## src/rtl/sd_spi_pkg.sv

```systemverilog
// sd_spi_pkg: shared SD SPI state encodings and default link constants.
package sd_spi_pkg;
  typedef enum logic [1:0] {IDLE, HUNT, SYNC, RECEIVE} state_t;
  localparam int SD_R1_BITS = 8;
  localparam int SD_NCR_BITS = 64;
  localparam logic [7:0] SD_TOKEN_START = 8'hFE;
endpackage

```

## src/rtl/spi_receiver_if.sv

```systemverilog
// spi_receiver_if: strobe, control and result bundle for the SPI deserializer.
interface spi_receiver_if #(parameter int DATA_BITS = 8);
  logic sclk_posedge;
  logic sclk_negedge;
  logic en;
  logic wait_start;
  logic in;
  logic [DATA_BITS-1:0] data;
  logic done;
  logic timeout;
  modport master (output sclk_posedge, sclk_negedge, en, wait_start, in, input data, done, timeout);
  modport slave (input sclk_posedge, sclk_negedge, en, wait_start, in, output data, done, timeout);
endinterface

```

## src/rtl/spi_receiver.sv

```systemverilog
// spi_receiver: MISO deserializer with start-bit hunt (timeout) or byte-aligned capture.
module spi_receiver
  import sd_spi_pkg::*;
#(
  parameter int DATA_BITS = SD_R1_BITS,
  parameter int TIMEOUT_BITS = SD_NCR_BITS
) (
  input logic clk,
  input logic reset,
  spi_receiver_if.slave bus
);
  localparam int HW = $clog2(TIMEOUT_BITS);
  localparam int RW = $clog2(DATA_BITS + 1);
  state_t state;
  logic [DATA_BITS-1:0] shift;
  logic [DATA_BITS-1:0] shift_next;
  logic [HW-1:0] hunt;
  logic [RW-1:0] remaining;
  logic [2:0] bit_counter;
  assign shift_next = {shift[DATA_BITS-2:0], bus.in};
  assign bus.done = state == IDLE && !bus.en;
  always_ff @(posedge clk) begin
    if (reset) begin
      state <= IDLE;
      bus.data <= '0;
      bus.timeout <= 1'b0;
      shift <= '0;
      hunt <= '0;
      remaining <= '0;
      bit_counter <= 3'd7;
    end else begin
      if (bus.sclk_posedge) bit_counter <= bit_counter - 3'd1;
      case (state)
        IDLE: if (bus.en) begin
          bus.timeout <= 1'b0;
          hunt <= '0;
          remaining <= RW'(DATA_BITS);
          state <= bus.wait_start ? HUNT : SYNC;
        end
        HUNT: if (bus.sclk_posedge) begin
          if (!bus.in) begin
            shift <= shift_next;
            remaining <= RW'(DATA_BITS - 1);
            state <= RECEIVE;
          end else if (hunt == HW'(TIMEOUT_BITS - 1)) begin
            bus.timeout <= 1'b1;
            bus.data <= '1;
            state <= IDLE;
          end else hunt <= hunt + 1'b1;
        end
        SYNC: if (bus.sclk_posedge && bit_counter == 3'd7) begin
          shift <= shift_next;
          remaining <= RW'(DATA_BITS - 1);
          state <= RECEIVE;
        end
        RECEIVE: if (bus.sclk_posedge) begin
          shift <= shift_next;
          remaining <= remaining - 1'b1;
          if (remaining == RW'(1)) begin
            bus.data <= shift_next;
            state <= IDLE;
          end
        end
        default: state <= IDLE;
      endcase
    end
  end
endmodule
```

## src/flat_wrapper.sv

```systemverilog
// flat-port wrapper written by rule: the top's interface ports become plain ports
module spi_receiver_flat import sd_spi_pkg::*;
#(
  parameter int DATA_BITS = SD_R1_BITS,
  parameter int TIMEOUT_BITS = SD_NCR_BITS
)
  (clk, reset, bus_sclk_posedge, bus_sclk_negedge, bus_en, bus_wait_start, bus_in, bus_data, bus_done, bus_timeout);
  spi_receiver_if #(.DATA_BITS(DATA_BITS)) bus_i ();
  input logic clk;
  input logic reset;
  input wire logic [$bits(bus_i.sclk_posedge)-1:0] bus_sclk_posedge;
  input wire logic [$bits(bus_i.sclk_negedge)-1:0] bus_sclk_negedge;
  input wire logic [$bits(bus_i.en)-1:0] bus_en;
  input wire logic [$bits(bus_i.wait_start)-1:0] bus_wait_start;
  input wire logic [$bits(bus_i.in)-1:0] bus_in;
  output wire logic [$bits(bus_i.data)-1:0] bus_data;
  output wire logic [$bits(bus_i.done)-1:0] bus_done;
  output wire logic [$bits(bus_i.timeout)-1:0] bus_timeout;
  assign bus_i.sclk_posedge = bus_sclk_posedge;
  assign bus_i.sclk_negedge = bus_sclk_negedge;
  assign bus_i.en = bus_en;
  assign bus_i.wait_start = bus_wait_start;
  assign bus_i.in = bus_in;
  assign bus_data = bus_i.data;
  assign bus_done = bus_i.done;
  assign bus_timeout = bus_i.timeout;
  spi_receiver #(.DATA_BITS(DATA_BITS), .TIMEOUT_BITS(TIMEOUT_BITS)) u_core (.clk(clk), .reset(reset), .bus(bus_i));
endmodule
```

## config.mk

```make
export PLATFORM = sky130hd
export DESIGN_NAME = spi_receiver_flat
export DESIGN_NICKNAME = d
export VERILOG_FILES = /design/src/rtl/sd_spi_pkg.sv /design/src/rtl/spi_receiver_if.sv /design/src/rtl/spi_receiver.sv /design/src/flat_wrapper.sv
export SDC_FILE = /design/constraint.sdc
export NUM_CORES = 1
export LEC_CHECK = 0
export ABC_AREA = 1
export CAP_MARGIN = 0
export CORE_UTILIZATION = 23
export DETAILED_ROUTE_END_ITERATION = 10
export SLEW_MARGIN = 25
export SYNTH_ARGS = -nofsm -noshare
export SYNTH_HDL_FRONTEND = slang
export SYNTH_SLANG_ARGS = --single-unit
```

## constraint.sdc

```tcl
create_clock -name clk -period 4 [get_ports clk]
set_input_delay 0.4 -clock clk [delete_from_list [all_inputs] [get_ports clk]]
set_output_delay 0.4 -clock clk [all_outputs]
set_load 0.01 [all_outputs]
```

---- After elaboration in Yosys (flattened, before gate mapping) ----
Index checks and enable logic that the tools add are counted.
word-level totals
  flip-flop bits (word level) ............. 31
  latch bits .............................. 0
  bits in writable memories ............... 0
  bits in read-only memories .............. 0
  input bits .............................. 7
  output and inout port bits .............. 10
  logic and storage cells ................. 75
  memories kept ........................... 0
operators by class
  add/sub/neg operators ................... 3
  multipliers ............................. 0
  div/mod/pow operators ................... 0
  magnitude comparators ................... 0
  eq/ne operators ......................... 16
  shift operators ......................... 0
  muxes and demuxes ....................... 36
  bitwise gates (word level) .............. 0
  reduce and logical (&&, ||, !) cells .... 13
operator list
  cell                 count
  $mux 8               5
  $mux 7               4
  $mux 6               4
  $pmux 7 s3           1
  $mux 4               5
  $reduce_and 5->1     4
  $mux 2               8
  $pmux 4 s4           1
  $pmux 8 s2           1
  $ne 2x2->1 const B   6
  $pmux 6 s2           1
  $reduce_and 6->1     2
  $pmux 2 s4           1
  $add 6x1->6 const B  1
  $eq 6x6->1 const B   1
  $ne 2x1->1 const B   3
  $eq 2x2->1 const B   2
  $eq 4x1->1 const B   1
  $mux 1               4
  $reduce_bool 2->1    2
  $sub 4x1->4 const B  1
  $eq 3x3->1 const B   1
  $ne 3x2->1 const B   1
  $reduce_bool 3->1    1
  6 further kinds      7

---- Logic depth before layout (Yosys ltp) ----
  depth after elaboration ................. 5
  depth in mapped cells ................... 11
  mapped depth without buffers ............ 10

---- Worst setup path before layout ----
No wires, ideal clock.
  kind .................................... register to register
  start ................................... reg u_core.state[1]
  end ..................................... reg u_core.bus.data[5]
  arrival ................................. 1,439 ps
  data required time ...................... 3,887 ps
  path slack .............................. 2,448 ps
  stages on the path, launching flop included .. 12
  buffers on the path ..................... 1
  path through ............................ dfxtp_1 > inv_1 > ha_1 > inv_2 > nor2_1 > nor2_1 > nand3_1 > nor2_4 > buf_6 > nand2_1 > nand2_1 > nor2_1
on the way
  word-level cells in the longest chain between the ends .. 3
  elaborated cells on any way between the ends .. 10
  those cells by class .................... eq/ne: 7; mux: 1; reduce/logical: 2
ends and longest elaborated chain
  what                                             RTL line               source
  start, declared                                  spi_receiver.sv:14     state_t state;
  start signal, assigned                           spi_receiver.sv:38     state <= bus.wait_start ? HUNT : SYNC;
  $eq 2x1->1 / $eq 2x2->1 (equally long branches)  spi_receiver.sv:33     case (state)
  $ne 2x1->1 (no line) (tied with other cells)     -
  $reduce_and 6->1 (no line)                       -
  end signal, assigned                             spi_receiver.sv:60     bus.data <= shift_next;
  end, declared                                    spi_receiver_if.sv:12  modport slave (input sclk_posedge, sclk_negedge, en, wait_start, in, output data, done, timeout);
Parallel ways exist; a longest one is shown, timed or not.
A chain may end at the register's enable or synchronous reset.

---- Final worst setup path ----
  start ................................... reg u_core.state[0]
  end ..................................... out bus_done
on the way
  word-level cells in the longest chain between the ends .. 2
ends and longest elaborated chain
  what               RTL line            source
  $logic_not 2->1    spi_receiver.sv:21  assign bus.done = state == IDLE && !bus.en;
  $logic_and 1x1->1  spi_receiver.sv:21
  end, declared      flat_wrapper.sv:17  output wire logic [$bits(bus_i.done)-1:0] bus_done;
Every way passes these cells.

==> impl_metrics.yaml <==
floorplanning:
  fp-row-count: 30
  die_y_um: 86.87
  start_util: 0.2412
  die_area_um2: 7546
  io_pins: 17
  core_area_um2: 6869
  die_x_um: 86.87
detailed_routing:
  drt_iter0_drc: 97
  post_drt_wl_per_cell_um: 9.678
  vias: 1571
  route.detailed.drc: 0
  first_pass_iters: 4
  ant_nets: 0
  routed_wirelength_um: 3542
  avgViaCountPerCell: 4.292
critical_path:
  r2r_start: "u_core.state[1]"
  crit_path_max_fanout: 4
  max_stage_delay_ps: 470
  critPathTopFamily: "buffers and inverters"
  cpMaxStageDelayCell: "clkdlybuf4s50_1"
  path_class: "reg -> out"
  path_cells: "inv_1, ha_1, nand2_1, inv_1, clkdlybuf4s50_1"
  cp-end-kind: "primary output"
  cp_common_cell: "inv_1"
  start_kind: "flop"
  reg2reg_setup_slack_ps: 2200
  cp.required_ps: 3600
  crit-reg2reg-capture: "u_core.bus.data[6]"
  ff2ff_path_depth: 10
  critical_path_buf_inv_count: 3
  critPathArrivalTime_ps: 1680
placed_design:
  dp_cells: 358
  gp_congestion: 0.8583
  portBuffers: 15
  dp_hpwl_um: 2505
pwr:
  cellPowerDensity_nw_per_um2: 640.1
  ir_drop_uv: 236.1
  cellLeakagePower_nw: 0.8648
timing:
  tns_ps: 0
  finalCritPeriodShare: 0.5199
  setup_viol_count_final: 0
  final_max_slew_viol_count: 0
  holdWs_ps: 464.2
  hold_violations: 0
  tightest_slew_ps: 624.1
  slew_headroom: 0.5826
  rsz0062_at_grt: "false"
  clock_skew_ps: 3.750
  timing.fmax_mhz: 480.9
  min_period_ps: 2079
yosys:
  ys.flop_type: "dfxtp_1"
  synth_edf_count: 0
  syn_inst: 250
  avgSynthCellArea_um2: 6.626
  asyncSetResetFlopFracSynth: 0
  ys_ff_latch: 31
  yosysUniqueCellTypes: 25
  yosysSeqAreaShare: 0.3746
  syn_nets: 267
  yosysWarnings: 0
  synth_area_um2: 1657
  synth_area_leader_cell: "dfxtp_1"
  synth_top_area_share: 0.3746
  synthTopCellsByArea: "dfxtp_1, nand2_1, nor2_1, ha_1, a21oi_1"
finish:
  diodes: 0
  areaGrowthSynthToFinish_pct: 22.28
  layout_common_cells: "nand2_1, nor2_1, dfxtp_1"
  fin_nets: 286
  drive_above_1_share: 0.06296
  final_common_cell: "nand2_1"
  fillCellCount: 758
  final_cells: 366
cts:
  clock_path_buffers: 2
  cts_root_buf: "clkbuf_8"
  cts_tree: "yes"
  cts_max_level: 2
  cts_inserted_buffers: 5
  ctsHoldBuffers: 0
  cts_setup_buffers: 0
  clock_latency_ps: 290
  cts.sinks: 31
  cts_resized: 0
  clkTransAtPathRegs_ps: 70
run_status:
  status: "finished, final reports clean"
min_path:
  hold_depth: 2
  whs_endpoint: "u_core.remaining[1]"
  hold_class: "reg -> reg"
  hp-start: "u_core.remaining[1]"
grt:
  antenna_found_initial: 0
  track_usage: 0.1037
  grtUsageMet1: 0.1308
  grt_pass1_wl_um: 6161
  grt_busiest_layer: "met2"
  grt_pass1_vias: 1441
  grtUsageMet3: 0.03507
  met2_usage: 0.1682
  grt_start_max_net_pins: 17
  grt_overflow: 0
run:
  drv_cap: 0
## cell type report
class | count | area (um2) | share of cell area
repair buffers | 15 | 150.1 | 0.07412
clock buffers | 6 | 82.58 | 0.04077
multi-input cells | 187 | 908.4 | 0.4484
inverters | 29 | 108.9 | 0.05374
clock inverters | 2 | 35.03 | 0.01729
well taps | 96 | 120.1 | 0.05930
flip-flops and latches | 31 | 620.6 | 0.3064
## Yosys cell counts, types with 2 or more instances
master / instances
o21ai_0: 8
ha_1: 10
nand2_2: 2
inv_2: 2
a21oi_1: 22
dfxtp_1: 31
nor2_1: 54
nand2_1: 60
nand4_1: 2
clkbuf_1: 2
inv_1: 26
nand3_1: 18
## state kept, by name (all words and copies together) (netlist names)
| name | cells |
|---|---|
| u_core.bit_counter | 3 |
| u_core.bus.data | 8 |
| u_core.state | 2 |
| u_core.remaining | 4 |
| u_core.hunt | 6 |
| u_core.bus.timeout | 1 |
| u_core.shift | 7 |
## metrics by stage
step	total power, mW	setup WS, ps	cell area, um2	utilization
6_report	1.297	1921	2026	0.2949
5_1_grt	1.408	1795	2026	0.2949
4_1_cts	1.310	1899	2026	0.2949
3_5_place_dp	0.9778	1813	1908	0.2778
3_3_place_gp	0.9697	1850	1908	0.2778
2_1_floorplan	0.8171	2448	1657	-
## logic make-up after synthesis
kind of cell / share of synthesized area
buffers and inverters: 0.07704
adder cells (fa/ha/maj): 0.07553
AO/OA/AOI/OAI: 0.1171
AND/OR/NAND/NOR: 0.3557
flip-flops: 0.3746
## worst reg2reg max path: cells and delay by family (launching register included)
kind	cells	cell delay, ps
buffers and inverters	2	240
DFF	1	380
adders and majority gates	1	290
and+or+nand+nor	7	800
## metal layers
metal	part of all wire	vias up	wire, um
li1	-	829	-
met1	0.51	706	1809
met2	0.43	29	1539
met3	0.045	7	158
met4	0.0096	0	34
met5	0	-	0
## how the worst max path moves through the flow
stage | startpoint | end | slack, ps | depth (start not counted)
floorplan | u_core.state[1] | u_core.bus.data[5] | 2450 | 11
global placement | reset | u_core.bit_counter[2] | 1850 | 4
detailed placement | reset | u_core.bit_counter[2] | 1810 | 4
CTS | u_core.state[0] | bus_done | 1900 | 5
global route | u_core.state[0] | bus_done | 1800 | 5
finish | u_core.state[0] | bus_done | 1920 | 5
## report_power, final
part / switching [mW] / internal (mW) / total [mW]
logic: 0.332 / 0.216 / 0.548
clock network: 0.127 / 0.201 / 0.329
registers: 0.0444 / 0.376 / 0.420
Note: power is estimated with default switching activity, not from simulation.
==> RTL edit, RTL diff (config.mk and constraints unchanged) <==
Reset style: asynchronous (`reset`), changed in one clocked block.
--- a/src/rtl/spi_receiver.sv
+++ b/src/rtl/spi_receiver.sv
@@ -19,7 +19,7 @@
   logic [2:0] bit_counter;
   assign shift_next = {shift[DATA_BITS-2:0], bus.in};
   assign bus.done = state == IDLE && !bus.en;
-  always_ff @(posedge clk) begin
+  always_ff @(posedge clk or posedge reset) begin
     if (reset) begin
       state <= IDLE;
       bus.data <= '0;
Check against the original RTL: differs if reset is asserted again (counterexample within 4 cycles, from zero or initial values and one cycle with reset high); with reset held inactive, the same outputs for 10 cycles.
==> RTL edit against the original RTL <==
  * Critical path depth stayed put
  * Design area increased by 7.0%
  * Area after synthesis grew 9.9%
  * Sequential share of layout area rose by 5.3 points
  * Sequential cell count unchanged
  * Power increased by 9.7%
  * Wire length up 1.1%
  * Worst setup slack got worse by 0.13 ns
  * Global-route usage shrank 1.0 points
  * Clock skew about the same
==> RTL edit: results (changes against the original RTL) <==
Status: finished clean (unchanged). The complex-gate fraction of the synthesized area is 0.0536 (was 0.117). The wire length of the first global-routing pass came out at 6300 um (was 6160 um).

The largest fanout on the critical path came out at 4 (unchanged). The DRC violation total after the first TritonRoute iteration is 93 (was 97). The switching power is 0.614 mW (was 0.503 mW). The capture point of the worst reg-to-reg path is u_core.remaining[0] (was u_core.bus.data[6]).

The all-layer global routing usage came out at 0.0934 (was 0.104). The part of the power in the clock network came out at 0.169 (was 0.253). The count of nets after finishing came to 278 (was 286).

The xor/xnor cell area share of the yosys netlist came to 0.0241 (was 0). The worst min-delay path category was in -> async (was reg -> reg). The adder and majority gate portion of the synthesized area is 0.0687 (was 0.0755). The leakage power figure came out at 1.13 nW (was 0.865 nW).

The number of standard cells after synthesis is 241 (was 250). The critical path's largest stage delay came out at 0.58 ns (was 0.47 ns). The estimated wirelength of the detail-placed design came out at 2630 um (was 2500 um). The primary flip-flop cell chosen by synthesis mapping was sky130_fd_sc_hd__dfrtp_1 (was sky130_fd_sc_hd__dfxtp_1). The clock slew seen by the registers of the worst setup and hold paths is 0.07 ns (about the same). The worst slew slack as a fraction of its limit came out at 0.714 (was 0.583). Leading post-synthesis cells by cell area: sky130_fd_sc_hd__dfrtp_1 (38%), sky130_fd_sc_hd__nand2_1 (18%), sky130_fd_sc_hd__inv_1 (8.0%) (was sky130_fd_sc_hd__dfxtp_1 (37%), sky130_fd_sc_hd__nand2_1 (14%), sky130_fd_sc_hd__nor2_1 (12%)). The post-place setup slack is 2.05 ns (was 1.81 ns). The count of placed standard cells in the final layout, fillers left out is 364 (was 366). The share of cells above drive strength 1 is 0.0687 (was 0.0630). The data arrival time at the worst-slack endpoint came out at 1.81 ns (was 1.68 ns).

The number of global-route vias before repair was 1474 (was 1441). The worst flop-to-flop path startpoint is u_core.state[1] (unchanged). The pin count of the biggest net entering global routing came out at 24 (was 17).

The worst-case clock skew is 0.00402 ns (was 0.00375 ns). The detailed-route vias per instance is 4.11 (was 4.29). Leading cell types by count after synthesis: sky130_fd_sc_hd__nand2_1 (86), sky130_fd_sc_hd__inv_1 (39), sky130_fd_sc_hd__dfrtp_1 (28) (was sky130_fd_sc_hd__nand2_1 (60), sky130_fd_sc_hd__nor2_1 (54), sky130_fd_sc_hd__dfxtp_1 (31)). The async set or reset register ratio after synthesis was 1.00 (was 0). The count of fill cells added during filler insertion is 821 (was 758). The final weighted congestion in routability-driven placement is 0.806 (was 0.858). The net count of the mapped netlist is 258 (was 267). The maximum ir drop on the vdd rail came out at 0.223 mV (was 0.236 mV). The average wire per standard cell came out at 9.84 um (was 9.68 um). The logic depth of the worst register-to-register path came out at 8 (was 10). The proportion of synthesized chip area in sequential cells came out at 0.428 (was 0.375).
[RTL edit: worst max-delay path by stage]
stage / start / cells after the start / slack [ns] / endpoint
2_1_floorplan: u_core.state[1] / 9 / 2.52 / u_core.remaining[0]
3_3_place_gp: bus_en / 3 / 2.04 / bus_done
3_5_place_dp: bus_sclk_posedge / 8 / 2.05 / u_core.remaining[0]
4_1_cts: u_core.state[0] / 5 / 1.77 / bus_done
5_1_grt: u_core.state[0] / 5 / 1.67 / bus_done
6_report: u_core.state[0] / 5 / 1.79 / bus_done
[RTL edit: critical path, delay by kind of cell, from the launching register on]
kind,cells,cell delay [ns]
and+or+nand+nor,1,0.17
DFF,1,0.42
buffers and inverters,3,0.78
adders and majority gates,1,0.18
[RTL edit: cells by family after synthesis]
family / Yosys count
AO/OA/AOI/OAI: 15
XOR/XNOR: 5
adder cells (fa/ha/maj): 10
buffers and inverters: 42
flip-flops: 31
AND/OR/NAND/NOR: 138
[RTL edit: power groups by stage]
stage | sequential (mW) | clock, mW | combinational, mW
6_report | 0.503 | 0.241 | 0.678
3_3_place_gp | 0.507 | 0 | 0.663
5_1_grt | 0.520 | 0.263 | 0.777
4_1_cts | 0.505 | 0.252 | 0.681
3_5_place_dp | 0.511 | 0 | 0.678
2_1_floorplan | 0.506 | 0 | 0.495
[RTL edit: routing by layer]
metal,GRT usage,part of all wire,wire [um],vias to the layer above
li1,-,-,-,781
met1,0.125,0.51,1830,690
met2,0.147,0.45,1600,23
met3,0.0276,0.039,139,3
met4,0.0251,0.0047,17,0
met5,0,0,0,-
[RTL edit: cell type report]
| cell class | count | share of cell area |
|---|---|---|
| Multi-Input combinational cell | 168 | 0.404 |
| Sequential cell | 31 | 0.359 |
| Timing Repair Buffer | 16 | 0.0727 |
| Inverter | 39 | 0.0675 |
| Tap cell | 102 | 0.0589 |
| Clock buffer | 7 | 0.0352 |
| Clock inverter | 1 | 0.00231 |
[RTL edit: through the flow]
stage          area, um2   util  hold slack, ns
6_report            2170  0.282           0.375
4_1_cts             2170  0.282           0.386
5_1_grt             2170  0.282           0.415
3_3_place_gp        2090  0.271           0.466
2_1_floorplan       1820      -           0.449
3_5_place_dp        2090  0.271           0.466
